File: src/rtl/bsg_fsb_murn_node_sequencer.sv
`default_nettype none
//==============================================================================
// Module  : bsg_fsb_murn_node_sequencer
// Brief   : Merges host FSB traffic with self-generated MURN switch commands
//           that bring a remote node up or shut it down.
// Revision: 1.0
//==============================================================================
module bsg_fsb_murn_node_sequencer #(
    parameter int width_p      = 80,
    parameter int id_width_p   = 4,
    parameter int reset_hold_p = 16
) (
    input  logic                  clk_i,
    input  logic                  reset_n_i,
    input  logic                  start_v_i,
    input  logic [id_width_p-1:0] start_id_i,
    input  logic                  start_up_i,
    output logic                  start_ready_o,
    input  logic                  data_v_i,
    input  logic [width_p-1:0]    data_i,
    output logic                  data_ready_o,
    output logic                  v_o,
    output logic [width_p-1:0]    data_o,
    input  logic                  ready_i,
    output logic                  busy_o,
    output logic                  done_o
);

    localparam logic [7:0] c_rnenable_cmd        = 8'h01;
    localparam logic [7:0] c_rndisable_cmd       = 8'h02;
    localparam logic [7:0] c_rnreset_enable_cmd  = 8'h04;
    localparam logic [7:0] c_rnreset_disable_cmd = 8'h05;

    localparam int c_cnt_w = (reset_hold_p > 1) ? $clog2(reset_hold_p) : 1;
    localparam logic [c_cnt_w-1:0] c_hold_load = c_cnt_w'(reset_hold_p - 1);

    typedef struct packed {
        logic [id_width_p-1:0]          destid;
        logic                           cmd;
        logic [7:0]                     opcode;
        logic [width_p-id_width_p-10:0] data;
    } fsb_pkt_s;

    typedef enum logic [2:0] {
        S_IDLE    = 3'd0,
        S_RST_ON  = 3'd1,
        S_EN      = 3'd2,
        S_HOLD    = 3'd3,
        S_RST_OFF = 3'd4,
        S_DIS     = 3'd5
    } state_e;

    state_e                r_state;
    logic [id_width_p-1:0] r_id;
    logic                  r_up;
    logic [c_cnt_w-1:0]    r_cnt;
    logic                  r_lock;
    logic                  r_done;

    logic     w_send;
    logic     w_src_cmd;
    logic     w_cmd_hs;
    logic     w_data_hs;
    logic     w_data_stall;
    logic [7:0] w_opcode;
    fsb_pkt_s w_cmd_pkt;

    assign w_send = (r_state == S_RST_ON) || (r_state == S_EN) ||
                    (r_state == S_RST_OFF) || (r_state == S_DIS);

    // A stalled host packet owns the link until it handshakes.
    assign w_src_cmd = w_send & ~r_lock;

    always_comb begin
        w_opcode = 8'h00;
        case (r_state)
            S_RST_ON:  w_opcode = c_rnreset_enable_cmd;
            S_EN:      w_opcode = c_rnenable_cmd;
            S_RST_OFF: w_opcode = c_rnreset_disable_cmd;
            S_DIS:     w_opcode = c_rndisable_cmd;
            default:   w_opcode = 8'h00;
        endcase
    end

    always_comb begin
        w_cmd_pkt        = '0;
        w_cmd_pkt.destid = r_id;
        w_cmd_pkt.cmd    = 1'b1;
        w_cmd_pkt.opcode = w_opcode;
    end

    assign v_o           = w_src_cmd ? 1'b1 : data_v_i;
    assign data_o        = w_src_cmd ? w_cmd_pkt : data_i;
    assign data_ready_o  = w_src_cmd ? 1'b0 : ready_i;
    assign start_ready_o = (r_state == S_IDLE);
    assign busy_o        = (r_state != S_IDLE);
    assign done_o        = r_done;

    assign w_cmd_hs     = w_src_cmd & ready_i;
    assign w_data_hs    = ~w_src_cmd & v_o & ready_i;
    assign w_data_stall = ~w_src_cmd & v_o & ~ready_i;

    always_ff @(posedge clk_i) begin
        if (!reset_n_i) begin
            r_state <= S_IDLE;
            r_id    <= '0;
            r_up    <= 1'b0;
            r_cnt   <= '0;
            r_lock  <= 1'b0;
            r_done  <= 1'b0;
        end else begin
            r_done <= 1'b0;

            if (w_data_hs) begin
                r_lock <= 1'b0;
            end else if (w_data_stall) begin
                r_lock <= 1'b1;
            end

            case (r_state)
                S_IDLE: begin
                    if (start_v_i) begin
                        r_id    <= start_id_i;
                        r_up    <= start_up_i;
                        r_state <= S_RST_ON;
                    end
                end
                S_RST_ON: begin
                    if (w_cmd_hs) begin
                        r_state <= r_up ? S_EN : S_DIS;
                    end
                end
                S_EN: begin
                    if (w_cmd_hs) begin
                        r_cnt   <= c_hold_load;
                        r_state <= S_HOLD;
                    end
                end
                S_HOLD: begin
                    if (r_cnt == '0) begin
                        r_state <= S_RST_OFF;
                    end else begin
                        r_cnt <= r_cnt - 1'b1;
                    end
                end
                S_RST_OFF, S_DIS: begin
                    if (w_cmd_hs) begin
                        r_done  <= 1'b1;
                        r_state <= S_IDLE;
                    end
                end
                default: r_state <= S_IDLE;
            endcase
        end
    end

endmodule
`default_nettype wire

File: config.mk
export PLATFORM = sky130hd
export DESIGN_NAME = bsg_fsb_murn_node_sequencer
export DESIGN_NICKNAME = d
export VERILOG_FILES = /design/src/rtl/bsg_fsb_murn_node_sequencer.sv
export SDC_FILE = /design/constraint.sdc
export NUM_CORES = 1
export LEC_CHECK = 0
export CAP_MARGIN = 20
export CORE_MARGIN = 2
export CORE_UTILIZATION = 26
export DETAILED_ROUTE_END_ITERATION = 16
export PLACE_DENSITY_LB_ADDON = 0.12
export SYNTH_ARGS = -nofsm -noshare
export SYNTH_HDL_FRONTEND = slang
export SYNTH_SLANG_ARGS = --single-unit
File: constraint.sdc
create_clock -name clk_i -period 2.1 [get_ports clk_i]
set_input_delay 0.21 -clock clk_i [delete_from_list [all_inputs] [get_ports clk_i]]
set_output_delay 0.21 -clock clk_i [all_outputs]
set_load 0.01 [all_outputs]
==> results of run 1 <==
==> power groups by stage <==
stage | registers (uW) | logic [uW] | clock network, uW
after floorplan | 336 | 1340 | 0
after global placement | 345 | 2950 | 0
after detailed placement | 347 | 2960 | 0
after CTS | 343 | 2570 | 222
after global routing | 359 | 3020 | 235
final | 352 | 2810 | 219
==> repair_timing <==
item | CTS | global route
resized for setup | 81 | 79
endpoints found under the setup margin | 79 | 21
pin swaps | 0 | 2
hold buffers | 0 | 0
gates cloned | 0 | 2
buffers inserted | 0 | 6
==> worst max path at each step <==
| stage | from | endpoint | slack, ns | cells past startpoint |
|---|---|---|---|---|
| 2_1_floorplan | r_state[2] | data_o[76] | 0.39 | 7 |
| 3_3_place_gp | r_state[2] | data_o[52] | 0.01 | 7 |
| 3_5_place_dp | r_state[2] | data_o[52] | 0.0005 | 7 |
| 4_1_cts | r_state[0] | data_o[68] | 0.002 | 6 |
| 5_1_grt | r_state[2] | data_o[17] | -0.03 | 7 |
| 6_report | r_state[2] | data_o[14] | 0.04 | 7 |
==> area by class of cell <==
class                           instances  area [um^2]  share of cell area
Timing Repair Buffer                  192         1770               0.553
Sequential cell                        14          284              0.0888
Clock buffer                            3         41.3              0.0129
Multi-Input combinational cell        144          995               0.311
Tap cell                               70         87.6              0.0274
Inverter                                6         22.5             0.00704
==> stage by stage <==
step | std cells | util | setup slack (ns) | hold slack (ns)
finish | 429 | 0.626 | 0.0428 | 0.516
global route | 429 | 0.626 | -0.0285 | 0.550
CTS | 421 | 0.620 | 0.00192 | 0.513
detailed placement | 418 | 0.630 | 0.000542 | 0.492
global placement | 418 | 0.630 | 0.0120 | 0.485
floorplan | 180 | - | 0.393 | 0.302
==> cells in the mapped netlist (all sizes together) <==
master	instances	area (um^2)
a2111oi	1	27.5
a211oi	2	15.0
a21oi	5	25.0
a22o	2	18.8
a22oi	1	7.51
and2	1	6.26
and2b	6	52.6
and3	1	6.26
buf	4	45.0
clkbuf	12	47.6
dfxtp	14	280
ha	1	12.5
inv	6	22.5
mux2	4	60.1
mux2i	8	80.1
nand2	6	25.0
nand2b	1	6.26
nand3	5	25.0
nand4	2	12.5
nor2	11	48.8
nor2b	70	438
nor3	2	10.0
nor3b	1	7.51
o211ai	1	7.51
o21ai	3	15.0
o221ai	1	8.76
o22a	2	17.5
o31ai	1	7.51
o32a	1	10.0
or2	2	12.5
or3	1	6.26
or3b	1	8.76
xor2	1	8.76
==> registers in the layout, indices dropped and copies added (netlist names) <==
| register | flops |
|---|---|
| r_state | 3 |
| r_up | 1 |
| r_cnt | 4 |
| r_lock | 1 |
| r_id | 4 |
| done_o | 1 |
==> logic make-up (layout without fill, tap and decap cells) <==
logic type / Yosys count / count (layout) / share of synthesized area
buffers and inverters: 22 / 201 / 0.0833
XOR/XNOR: 1 / 1 / 0.00634
adder cells (fa/ha/maj): 1 / 1 / 0.00905
flip-flops: 14 / 14 / 0.203
AO/OA/AOI/OAI: 20 / 20 / 0.116
multiplexers: 12 / 12 / 0.101
AND/OR/NAND/NOR: 110 / 110 / 0.481
==> layer usage <==
layer / GRT usage / vias up / routed length, um / share of wire
met2: 0.365 / 112 / 3310 / 0.52
met5: 0 / - / 0 / 0
li1: - / 947 / - / -
met3: 0.0659 / 6 / 589 / 0.092
met4: 0.0382 / 0 / 57 / 0.0089
met1: 0.235 / 808 / 2420 / 0.38
==> worst register-to-register path: stages, from the launching register on <==
cell and delay [ns]:
dfxtp_1 0.31, inv_1 0.10, ha_1 0.20, or3b_2 0.51
nand3_1 0.11, o221ai_1 0.20, o21ai_0 0.22
==> impl_metrics.py, run 1 <==
metrics = {
    "power": {
        "seq_power_share": 0.104,
        "p_sw_frac": 0.429,
        "power.density_nw_per_um2": 1060,
        "p_clk_frac": 0.065,
        "p_comb_frac": 0.831,
        "power.net_switching_uw": 1450,
        "power_leakage_uw": 0.00144,
        "internal-power_uw": 1930,
        "vdd_drop_max_mv": 0.629,
        "total_power_uw": 3380,
    },
    "clock_tree": {
        "htree_levels": 1,
        "cts.sinks": 14,
        "cts_buffers": 3,
        "clk_latency_ns": 0.24,
        "cts-root-buf": "clkbuf_8",
        "clock_path_buffers": 2,
        "cts_tree": "done",
        "clk_pin_slew_worst_paths_ns": 0.05,
    },
    "logic_synthesis": {
        "syn_avg_cell_area_um2": 7.68,
        "yosysSeqAreaShare": 0.203,
        "synth-seq-cells": 14,
        "synth.distinct_cells": 40,
        "syn-num-nets": 271,
        "syn-cell-area_um2": 1380,
        "synth_cells": 180,
        "ys_warn_count": 0,
    },
    "drt": {
        "wl_mm": 6.38,
        "vias": 1873,
        "drtPass1Iterations": 4,
        "drc": 0,
        "first_iter_violations": 117,
        "viasPerCell": 4.37,
        "ant_nets": 0,
        "route.detailed.wl_per_inst_um": 14.9,
    },
    "floorplanning": {
        "pin_count": 175,
        "num_rows": 26,
        "core_area_um2": 5110,
        "start_util": 0.271,
        "dieWidth_um": 76.9,
        "die_area_um2": 5920,
        "die_h_um": 76.9,
    },
    "sta": {
        "finClkSkew_ns": 0.00398,
        "tns_ns": 0,
        "slew_headroom": 0.710,
        "slew_violations": 0,
        "worstMarginPinSlew_ns": 0.435,
        "fin_crit_sh": 0.980,
        "hold_viol": 0,
        "rsz0062_at_grt": "yes",
        "maxClockFrequency_mhz": 486,
        "fin_crit_ns": 2.06,
        "finalSetupViolations": 0,
    },
    "worst_setup_path": {
        "critical_path_required_ns": 1.89,
        "cpLargestDelayFamily": "simple AND/OR/NAND/NOR gates",
        "critPathSlowestCell": "or3_4",
        "cp-start-kind": "flop",
        "r2r_setup_slack_ns": 0.38,
        "critPathMaxFanout": 12,
        "worstSetupPathType": "reg -> out",
        "cp_cell_sequence": "or3_4, nand2_2, nor2_4, buf_4, clkbuf_16, nor2b_1, dlygate4sd2_1",
        "rr_startpoint": "r_cnt[0]",
        "slowest_delay_ns": 0.39,
        "worst-path-buf-inv": 3,
        "end_kind": "output port",
        "reg2regPathDepth": 6,
        "arrival_ns": 1.85,
        "rr_endpoint": "r_state[1]",
    },
    "hold_path": {
        "hold_end": "r_id[3]",
        "hold_path_depth": 2,
        "hold_path.class": "reg -> reg",
        "hp-start": "r_id[3]",
    },
    "final_layout": {
        "area_delta_synth_final_pct": 131,
        "final_common_cell": "clkdlybuf4s50_1",
        "n_fill_cell": 478,
        "finalInstanceArea_um2": 3200,
        "diodes": 0,
        "drive_above_1_share": 0.195,
        "final_nets": 452,
        "final_cell_mix": "clkdlybuf4s50_1 (94), nor2b_1 (70), dlygate4sd2_1 (38), clkbuf_2 (28), clkdlybuf4s15_1 (14)",
    },
    "placed_design": {
        "placed_area_um2": 3220,
        "gp_congestion": 0.831,
        "portBuffers": 174,
        "dp_hpwl_mm": 5.30,
    },
    "run": {
        "max_cap_violations": 0,
    },
    "grt": {
        "grt_start_max_net_pins": 25,
        "grt_usage": 0.203,
        "grt_overflow": 0,
        "grt_pass1_vias": 1754,
        "antenna_found_initial": 0,
        "grt_first_pass_wirelength_mm": 9.45,
    },
    "outcome": {
        "status": "finished clean",
    },
}
(Power assumes the default switching activity.)
==> run 2: changes to the inputs <==
Settings changed: CORE_MARGIN 2 to 1, CTS_CLUSTER_SIZE from default to 10.
==> run 2 against run 1 <==
  * Non-clock buffer count shrank 7
  * Count of clock-buffer cells in the layout is 1 higher
  * Sequential share of layout area fell by 0.15 points
  * Highest routed layer unchanged
  * Maximum frequency is 0.62% higher
  * Largest power group unchanged
  * Global-route usage rose by 0.24 points
==> impl_metrics.py, run 2 (synthesis results as in run 1) <==
metrics = {
    "drt": {
        "route.detailed.wl_per_inst_um": 14.4,
        "wl_mm": 6.11,
        "first_iter_violations": 94,
        "ant_nets": 0,
        "drc": 0,
        "viasPerCell": 4.31,
        "vias": 1824,
        "drtPass1Iterations": 4,
    },
    "placed_design": {
        "portBuffers": 174,
        "dp_hpwl_mm": 5.17,
        "dp.cells": 416,
        "gp_congestion": 0.831,
    },
    "worst_setup_path": {
        "arrival_ns": 1.83,
        "critPathMaxFanout": 12,
        "r2r_setup_slack_ns": 0.33,
        "critical_path_required_ns": 1.89,
        "slowest_delay_ns": 0.39,
        "crit_start": "r_state[2]",
        "end_kind": "output port",
        "rr_startpoint": "r_cnt[0]",
        "critPathSlowestCell": "or3_4",
        "reg2regPathDepth": 6,
        "cp-start-kind": "flop",
        "worstSetupPathType": "reg -> out",
        "rr_endpoint": "r_state[2]",
        "cp_cell_sequence": "or3_4, nand2_2, nor2_4, buf_12, mux2_4, dlygate4sd2_1",
    },
    "final_layout": {
        "fin_cells": 423,
        "drive_above_1_share": 0.116,
        "final_nets": 445,
        "top_regs": "r_cnt: 4 flops, r_id: 4 flops, r_state: 3 flops",
        "final_common_cell": "clkdlybuf4s50_1",
        "area_delta_synth_final_pct": 133,
        "final_cell_mix": "clkdlybuf4s50_1 (94), nor2b_1 (70), dlygate4sd2_1 (53), dfxtp_1 (13), dlymetal6s2s_1 (11)",
        "diodes": 0,
    },
    "sta": {
        "hold_viol": 0,
        "finClkSkew_ns": 0.00555,
        "fin_crit_sh": 0.974,
        "tns_ns": 0,
        "slew_violations": 0,
        "fin_crit_ns": 2.04,
        "rsz0062_at_grt": "yes",
        "maxClockFrequency_mhz": 489,
        "worstMarginPinSlew_ns": 0.422,
        "finalSetupViolations": 0,
        "slew_headroom": 0.719,
    },
    "clock_tree": {
        "clock_path_buffers": 2,
        "cts_tree": "done",
        "cts.sinks": 14,
        "clk_pin_slew_worst_paths_ns": 0.05,
        "cts_buffers": 3,
        "cts-root-buf": "clkbuf_8",
        "htree_levels": 1,
        "cts_hold_buffers": 0,
        "clk_latency_ns": 0.25,
    },
    "floorplanning": {
        "num_rows": 26,
        "die_h_um": 74.9,
        "die_area_um2": 5610,
        "dieWidth_um": 74.9,
        "core_area_um2": 5110,
        "pin_count": 175,
        "start_util": 0.271,
    },
    "hold_path": {
        "hold_path.class": "reg -> reg",
        "hp-start": "r_id[1]",
        "hold_end": "r_id[1]",
        "hold_path_depth": 2,
    },
    "grt": {
        "grt_overflow": 0,
        "grt_first_pass_wirelength_mm": 8.47,
        "antenna_found_initial": 0,
        "grt_pass1_vias": 1728,
        "grt_usage": 0.205,
        "grt_start_max_net_pins": 29,
    },
    "outcome": {
        "status": "finished clean",
    },
    "run": {
        "max_cap_violations": 0,
    },
    "power": {
        "vdd_drop_max_mv": 0.563,
        "power_leakage_uw": 0.00154,
        "power.density_nw_per_um2": 994,
    },
}
-- run 2: changes by cell type in the layout (fill, tap and decap cells not counted), sizes merged --
| cell | change |
|---|---|
| dlymetal6s2s | +11 |
| clkdlybuf4s15 | -5 |
| buf | -5 |
| dlygate4sd2 | +15 |
| clkbuf | -22 |
-- run 2: worst max path at each step --
stage,to,slack [ns],cells after the start
finish,data_o[79],0.06,6
global route,data_o[78],-0.01,7
CTS,data_ready_o,-0.15,6
detailed placement,data_o[34],0.04,7
global placement,data_ready_o,0.07,6
floorplan,data_o[76],0.39,7
-- run 2: stage by stage --
| step | worst slack (ns) | cell area [um^2] | hold slack, ns | utilization | total power, uW |
|---|---|---|---|---|---|
| 2_1_floorplan | 0.393 | 1380 | 0.302 | - | 1670 |
| 3_3_place_gp | 0.0707 | 3190 | 0.478 | 0.625 | 3200 |
| 3_5_place_dp | 0.0413 | 3190 | 0.494 | 0.625 | 3200 |
| 4_1_cts | -0.148 | 3170 | 0.508 | 0.620 | 3150 |
| 5_1_grt | -0.0114 | 3220 | 0.526 | 0.631 | 3430 |
| 6_report | 0.0555 | 3220 | 0.503 | 0.631 | 3210 |
-- run 2: worst max-delay path, delay by kind of cell, from the launching register on --
family / cells / cell delay (ns)
and+or+nand+nor: 3 / 0.54
muxes: 1 / 0.28
DFF: 1 / 0.32
buffers and inverters: 2 / 0.44
-- run 2: area by class of cell --
class / count / area [um^2]
fillers: 471 / 1880
repair buffers: 185 / 1780
multi-input cells: 144 / 995
flip-flops and latches: 14 / 282
well taps: 70 / 87.6
clock buffers: 4 / 55.1
inverters: 6 / 22.5
-- run 2: power breakdown --
part           total, uW  switching [uW]  internal (uW)  leakage [uW]
combinational       2590            1230           1360       0.00140
sequential           348            38.7            310      0.000114
clock                263            97.1            166     0.0000288
total               3210            1370           1840       0.00154
-- run 2: layer usage --
metal,track usage,share of wire
met1,0.232,0.40
met3,0.0683,0.095
met5,0,0
met2,0.370,0.49
met4,0.0503,0.018
-- run 2: timing repair --
item,in CTS,in global routing
setup endpoints to repair,79,30
endpoints found under the hold margin,0,0
resized for setup,71,41
buffers inserted,0,3
pin swaps,0,1
==> run 3: changes to the inputs <==
==> constraint.sdc (replaced) <==
create_clock -name clk_i -period 2.1 [get_ports clk_i]
set_input_delay 0.42 -clock clk_i [delete_from_list [all_inputs] [get_ports clk_i]]
set_output_delay 0.42 -clock clk_i [all_outputs]
set_load 0.01 [all_outputs]
==> run 3 against run 2 <==
  * The flow now finishes with violations (setup timing)
  * Cell count rose by 2.6%
  * Register-to-register slack improved by 0.04 ns
  * Maximum frequency decreased by 9.1%
  * Die area stayed put
  * Count of clock-buffer cells in the layout did not move
  * Highest routed layer unchanged
  * Routed wire length increased by 5.0%
  * Core utilization is 1.5 points lower
  * Sequential cell count unchanged
  * Global-route usage increased by 1.5 points
  * Via count grew 1.9%
  * First-iteration DRC count shrank 7.4%
  * Sequential share of layout area rose by 0.29 points
==> impl_metrics.py, run 3 (synthesis results as in run 1) <==
metrics = {
    "worst_setup_path": {
        "critPathMaxFanout": 6,
        "critical_path_required_ns": 1.68,
        "worstSetupPathType": "reg -> out",
        "cp-start-kind": "flop",
        "end_kind": "output port",
        "arrival_ns": 1.83,
    },
    "floorplanning": {
        "die_area_um2": 5610,
        "die_h_um": 74.9,
        "pin_count": 175,
        "dieWidth_um": 74.9,
        "core_area_um2": 5110,
        "num_rows": 26,
        "start_util": 0.271,
    },
    "grt": {
        "grt_first_pass_wirelength_mm": 9.09,
        "antenna_found_initial": 0,
        "grt_overflow": 0,
        "grt_usage": 0.220,
        "grt_pass1_vias": 1787,
        "grt_start_max_net_pins": 29,
    },
    "final_layout": {
        "final_cell_mix": "clkdlybuf4s50_1 (91), nor2b_1 (62), buf_2 (40), clkbuf_2 (32), buf_4 (13)",
        "fin_cells": 434,
        "top_regs": "r_cnt: 4 flops, r_id: 4 flops, r_state: 3 flops",
        "n_fill_cell": 492,
        "diodes": 0,
        "final_nets": 456,
        "drive_above_1_share": 0.371,
        "area_delta_synth_final_pct": 128,
        "final_common_cell": "clkdlybuf4s50_1",
    },
    "sta": {
        "fin_crit_ns": 2.25,
        "worstMarginPinSlew_ns": 0.399,
        "finClkSkew_ns": 0.000890,
        "rsz0062_at_grt": "yes",
        "fin_crit_sh": 1.07,
        "finalSetupViolations": 11,
        "slew_violations": 0,
        "setup_ws_ns": -0.148,
        "tns_ns": -0.425,
        "slew_headroom": 0.734,
        "maxClockFrequency_mhz": 445,
        "hold_viol": 0,
    },
    "clock_tree": {
        "cts_tree": "done",
        "cts_hold_buffers": 0,
        "clock_path_buffers": 2,
        "clk_latency_ns": 0.24,
        "clk_pin_slew_worst_paths_ns": 0.06,
        "cts-root-buf": "clkbuf_8",
        "cts_buffers": 3,
        "htree_levels": 1,
        "cts.sinks": 14,
    },
    "drt": {
        "viasPerCell": 4.28,
        "wl_mm": 6.42,
        "drc": 0,
        "first_iter_violations": 87,
        "drtPass1Iterations": 4,
        "route.detailed.wl_per_inst_um": 14.8,
        "vias": 1858,
        "ant_nets": 0,
    },
    "power": {
        "vdd_drop_max_mv": 0.717,
        "power_leakage_uw": 0.00147,
        "power.density_nw_per_um2": 1100,
    },
    "placed_design": {
        "dp_hpwl_mm": 5.34,
        "gp_congestion": 0.800,
        "portBuffers": 174,
        "dp.cells": 424,
    },
    "hold_path": {
        "hold_path.class": "reg -> reg",
    },
    "run": {
        "max_cap_violations": 0,
    },
    "outcome": {
        "status": "finished, violations left",
        "violations": "setup timing",
    },
}
## run 3: routing by layer
layer | track usage | vias to the layer above | wire length, um
met5 | 0 | - | 0
met1 | 0.262 | 797 | 2570
met4 | 0.0335 | 0 | 47
li1 | - | 953 | -
met2 | 0.404 | 104 | 3270
met3 | 0.0549 | 4 | 524
## run 3: layout make-up
class | count | area, um^2 | area share
well taps | 70 | 87.6 | 0.0278
clock buffers | 4 | 55.1 | 0.0175
flip-flops and latches | 14 | 284 | 0.0903
inverters | 6 | 22.5 | 0.00716
multi-input cells | 144 | 1050 | 0.335
repair buffers | 196 | 1640 | 0.522
## run 3: report_power, final
| group | switching [uW] | internal, uW | total [uW] |
|---|---|---|---|
| clock network | 94.5 | 166 | 260 |
| logic | 1370 | 1470 | 2840 |
| registers | 40.6 | 311 | 352 |
## run 3: worst paths after layout
check             depth (start not counted)  slack (ns)       start         end
setup / recovery                          7       -0.15  r_state[2]  data_o[76]
hold / removal                            2        0.50        r_up  r_state[1]
setup reg to reg                          6        0.37    r_cnt[0]  r_state[2]
hold reg to reg                           2        0.50        r_up  r_state[1]
## run 3: worst max-delay path, cell delays in order, from the launching register on
cell	delay (ns)
dfxtp_2	0.34
or3_4	0.40
nand2_4	0.08
nor2_4	0.06
buf_12	0.15
buf_4	0.12
mux2_4	0.28
clkbuf_2	0.14
## run 3: repair_timing
| action | 4_1_cts | 5_1_grt |
|---|---|---|
| resized for setup | 228 | 100 |
| buffers inserted | 2 | 3 |
| endpoints found under the setup margin | 83 | 81 |
| gates cloned | 0 | 2 |
## run 3: stage by stage
step	hold WS, ns	total power (uW)	instance area (um^2)	setup slack (ns)	utilization
after floorplan	0.461	1670	1380	0.183	-
after global placement	0.479	3270	3250	-0.126	0.637
after detailed placement	0.493	3290	3250	-0.167	0.637
after CTS	0.507	3220	3110	-0.202	0.609
after global routing	0.524	3710	3150	-0.193	0.616
final	0.504	3460	3150	-0.148	0.616
==> RTL change 1 (flow settings as in run 2) <==
Set the parameter `reset_hold_p` to 64 (it was 16).
--- a/src/rtl/bsg_fsb_murn_node_sequencer.sv
+++ b/src/rtl/bsg_fsb_murn_node_sequencer.sv
@@ -9,5 +9,5 @@
     parameter int width_p      = 80,
     parameter int id_width_p   = 4,
-    parameter int reset_hold_p = 16
+    parameter int reset_hold_p = 64
 ) (
     input  logic                  clk_i,
Behaviour: same outputs for any inputs over 10 cycles, from zero or initial values and one cycle with reset_n_i low; that may be too few to reach the edited logic, so the function may still have changed.
==> RTL change 1 against run 2 <==
  * Wire length is 4.7% higher
  * Non-clock buffer count is 6 higher
  * Global-route usage is 0.61 points higher
  * Area after synthesis is 6.2% higher
  * Critical endpoint is now data_o[78]
  * Worst setup slack better by 13 ps
  * First-iteration DRC count is 68% lower
  * Utilization is 3.0 points lower
  * Die area is 6.1% higher
  * Design area is 2.1% higher
  * Sequential cell count is 2 higher
Power is not compared: it rests on default switching activity, and its combinational part moved more than twofold at a synthesized area within 25%.
==> RTL change 1: results (changes against run 2) <==
- Outcome: completed (unchanged)
- Regs by FF count: r_cnt (6), r_id (4), r_state (3) (was r_cnt (4), r_id (4), r_state (3))
- Most used DFF post-synth: dfxtp_1 (unchanged)
- DR iter-0 viols: 30 (was 94)
- Met1 Usage GRT: 0.237 (was 0.232)
- Pin count of the biggest net entering global routing: 27 (was 29)
- Leak pwr: 1.43 nW
- Yosys cell types: 42 (was 40)
- Synth Net Count: 284 (was 271)
- Finished Core Util: 0.602 (was 0.631)
- Top cells by count, synth: 77 x nor2b_1, 16 x dfxtp_1, 12 x a21oi_1 (was 70 x nor2b_1, 14 x dfxtp_1, 10 x clkbuf_1, 10 x nor2_1, 8 x mux2i_1)
- Gr usage total: 0.211 (was 0.205)
- Area contributors post-synth: nor2b_1 33%, dfxtp_1 22%, a21oi_1 4.1% (was nor2b_1 32%, dfxtp_1 20%, mux2i_1 5.8%)
- CP max stage delay: 400 ps
- Worst r2r src: r_lock$_SDFFE_PP0P_ (was r_cnt[0]$_SDFFE_PN0P_)
- Internal power: 1.06 mW
- GR Util met2: 0.395 (was 0.370)
- Skew final: 0.747 ps (was 5.55 ps)
- Non-Filler Instances: 445 (was 423)
- Global-route wire length before repair: 9.84 mm (was 8.47 mm)
- Clock Tree Buf Depth: 2 (unchanged)
- Worst setup path endpoint: data_o[78] (was data_o[79])
- # fillers: 558 (was 471)
- Routed wire length: 6.40 mm (was 6.11 mm)
- Number of H-tree levels: 1 (unchanged)
- # Post-CTS Setup Buffers: 5 (was 0)
- Met2 WL post-DR: 3.30 mm (was 3.00 mm)
- FF-to-FF End: r_state[2]$_SDFFE_PN0P_ (unchanged)
- 1st-pass router iterations: 4 (unchanged)
- M3 GR Usage: 0.0607 (was 0.0683)
- N_diodes: 0 (unchanged)
- Final setup margin: 68.9 ps (was 55.5 ps)
- M1 WL: 2.53 mm (was 2.42 mm)
- Max Used Layer: met4 (unchanged)
- Layout cells sized above 1: 0.206 (was 0.116)
- Hold path start: r_id[3]$_SDFFE_PN0P_ (was r_id[1]$_SDFFE_PN0P_)
- Max FO, Critical Path: 7 (was 12)
- DP HPWL: 5.32 mm (was 5.17 mm)
- Placed inst area: 3330 um^2 (was 3190 um^2)
- Pwr dens: 502 nW/um^2
- Worst Setup SP: r_state[2]$_SDFFE_PN0P_ (unchanged)
- Routability cong.: 0.742 (was 0.831)
- Dpl ws: -512 ps (was 41.3 ps)
- Hold path endpoint: r_id[3]$_SDFFE_PN0P_ (was r_id[1]$_SDFFE_PN0P_)
- Final Net Count: 466 (was 445)
- Worst slew pin tran: 550 ps (was 422 ps)
- CTS resizes: 92 (was 71)
- Placed Instances: 435 (was 416)
- Vias in the first global route: 1937 (was 1728)
- Post-synth top area share: 0.328 (was 0.317)
- Reg2reg path depth: 5 (was 6)
- Peak supply drop: 300 uV
- Routed vias: 1981 (was 1824)
- Met3 wire len: 535 um (was 582 um)
- Final hold slack: 514 ps (was 503 ps)
- Synthesized instance count: 192 (was 180)
- Register area share after synthesis: 0.218 (was 0.203)
[RTL change 1: cell count changes after synthesis, sizes merged, moves of 2 or more]
cell	change
mux2i	-4
and2b	-6
nand3b	+2
nand3	-3
dfxtp	+2
nor2b	+7
nor3	+7
a21oi	+7
nand2	-3
[RTL change 1: area by class of cell]
cell class / instances / share of cell area
Sequential cell: 16 / 0.0980
Timing Repair Buffer: 191 / 0.517
Inverter: 5 / 0.00646
Tap cell: 72 / 0.0274
Multi-Input combinational cell: 157 / 0.334
Clock buffer: 4 / 0.0167
[RTL change 1: worst max-delay path, delay by kind of cell (launching register included)]
kind,cells,cell delay [ps]
simple gates,2,450
mux,1,260
buf+inv,3,510
flops,1,330
[RTL change 1: logic make-up after synthesis]
logic type / count (synthesis) / share of synthesized area
compound gates: 25 / 0.121
xor+xnor: 1 / 0.00596
fa+ha+maj: 2 / 0.0170
buf+inv: 20 / 0.0596
flops: 16 / 0.218
mux: 8 / 0.0579
simple gates: 120 / 0.520
==> RTL change 2 (config.mk and constraints of run 2) <==
Without the edit above. Reset style: asynchronous (`reset_n_i`), changed in one clocked block.
--- a/src/rtl/bsg_fsb_murn_node_sequencer.sv
+++ b/src/rtl/bsg_fsb_murn_node_sequencer.sv
@@ -101,5 +101,5 @@
     assign w_data_stall = ~w_src_cmd & v_o & ~ready_i;
 
-    always_ff @(posedge clk_i) begin
+    always_ff @(posedge clk_i or negedge reset_n_i) begin
         if (!reset_n_i) begin
             r_state <= S_IDLE;
Formal check against the unedited RTL: differs if reset_n_i is asserted again (counterexample within 4 cycles, from zero or initial values and one cycle with reset_n_i low); with reset_n_i held inactive, the same outputs for 10 cycles.
==> RTL change 2 against run 2 <==
  * Clock power is 2% higher
  * Area after synthesis up 4.3%
  * Wire length increased by 5.4%
  * Power rose by 33%
  * The run now ends with negative setup slack left
  * Largest cell class unchanged
  * Worst setup slack worse by 60 ps
  * Synthesized cell count down 3.3%
  * Design area increased by 2.8%
  * Sequential cell count stayed put
==> RTL change 2: results (changes against run 2) <==
- Placed inst area: 3260 um^2 (was 3190 um^2)
- Failing checks: negative setup slack
- Area contributors post-synth: nor2b_1 33%, dfrtp_1 24%, mux2_2 4.7% (was nor2b_1 32%, dfxtp_1 20%, mux2i_1 5.8%)
- Max FO, Critical Path: 23 (was 12)
- FF-to-FF End: r_up$_DFFE_PN0P_ (was r_state[2]$_SDFFE_PN0P_)
- Drt via density: 4.47 (was 4.31)
- Met3 wire len: 560 um (was 582 um)
- Switching Power: 1.89 mW (was 1.37 mW)
- Outcome: finished with violations (was completed)
- # fillers: 451 (was 471)
- Register area share after synthesis: 0.243 (was 0.203)
- Headroom to the max-slew limit: 0.566 (was 0.719)
- Layout cells sized above 1: 0.156 (was 0.116)
- Leak pwr: 1.69 nW (was 1.54 nW)
- Hold crit path type: primary input to async pin (was register to register)
- Register area: 352 um^2 (was 282 um^2)
- Final setup margin: -4.13 ps (was 55.5 ps)
- Placed Instances: 412 (was 416)
- Dpl ws: 81.4 ps (was 41.3 ps)
- Routability cong.: 0.759 (was 0.831)
- Skew final: 0.771 ps (was 5.55 ps)
- Clk cell area share: 0.0166 (was 0.0171)
- Number of setup violations in the final report: 2 (was 0)
- Switch share: 0.442 (was 0.426)
- Final Net Count: 444 (was 445)
- Setup TNS Final: -5.91 ps (was 0 ps)
- Layout area overhead: 130% (was 133%)
- Most used DFF post-synth: dfrtp_1 (was dfxtp_1)
- Post-synth top area share: 0.334 (was 0.317)
- Non-clock buffer count: 189 (was 185)
- Met2 WL post-DR: 3.27 mm (was 3.00 mm)
- Multi-input gates: 139 (was 144)
- M1 WL: 2.51 mm (was 2.42 mm)
- Async SR Flop Fraction: 1.00 (was 0)
- Non-Filler Instances: 422 (was 423)
- Top cells by count, synth: 77 x nor2b_1, 14 x dfrtp_1, 10 x buf_2 (was 70 x nor2b_1, 14 x dfxtp_1, 10 x clkbuf_1, 10 x nor2_1, 8 x mux2i_1)
- Pin count of the biggest net entering global routing: 30 (was 29)
- DR iter-0 viols: 42 (was 94)
- Met1 Usage GRT: 0.236 (was 0.232)
- Final hold slack: 362 ps (was 503 ps)
- Non-clk buf share: 0.549 (was 0.553)
- GR Util met2: 0.410 (was 0.370)
- Synth Area in Compound Gates: 0.119 (was 0.116)
- Post-Synth Adder-Cell Area: 0.00868 (was 0.00905)
- Crit path DAT: 1890 ps (was 1830 ps)
- Clk pwr share: 0.063 (was 0.082)
- Peak supply drop: 599 uV (was 563 uV)
- Wire length per cell: 15.3 um (was 14.4 um)
- CP max stage delay: 480 ps (was 390 ps)
- Vias in the first global route: 1938 (was 1728)
- Flop-to-flop setup slack: 310 ps (was 330 ps)
[RTL change 2: cell types whose count changed in the layout (fill, tap and decap cells not counted), sizes merged, moves of 4 or more]
| cell | before | now |
|---|---|---|
| dlygate4sd2 | 53 | 26 |
| clkbuf | 11 | 26 |
| dfrtp | 0 | 14 |
| dfxtp | 14 | 0 |
| dlymetal6s2s | 11 | 19 |
| nor2b | 70 | 77 |
| and2b | 6 | 0 |
| mux2 | 4 | 10 |
| mux2i | 8 | 2 |
| nand2 | 6 | 1 |
| nor2 | 11 | 6 |
| nand3 | 5 | 1 |
[RTL change 2: what timing repair did]
action	CTS	global route
endpoints found under the setup margin	63	37
buffers inserted	2	3
pin swaps	0	0
resized for setup	66	73
cloned	0	1
[RTL change 2: worst max-delay path: cells and delay by family, from the launching register on]
family | cells | cell delay [ps]
buffers and inverters | 2 | 690
DFF | 1 | 420
and+or+nand+nor | 2 | 290
AOI/OAI and AO/OA | 1 | 230
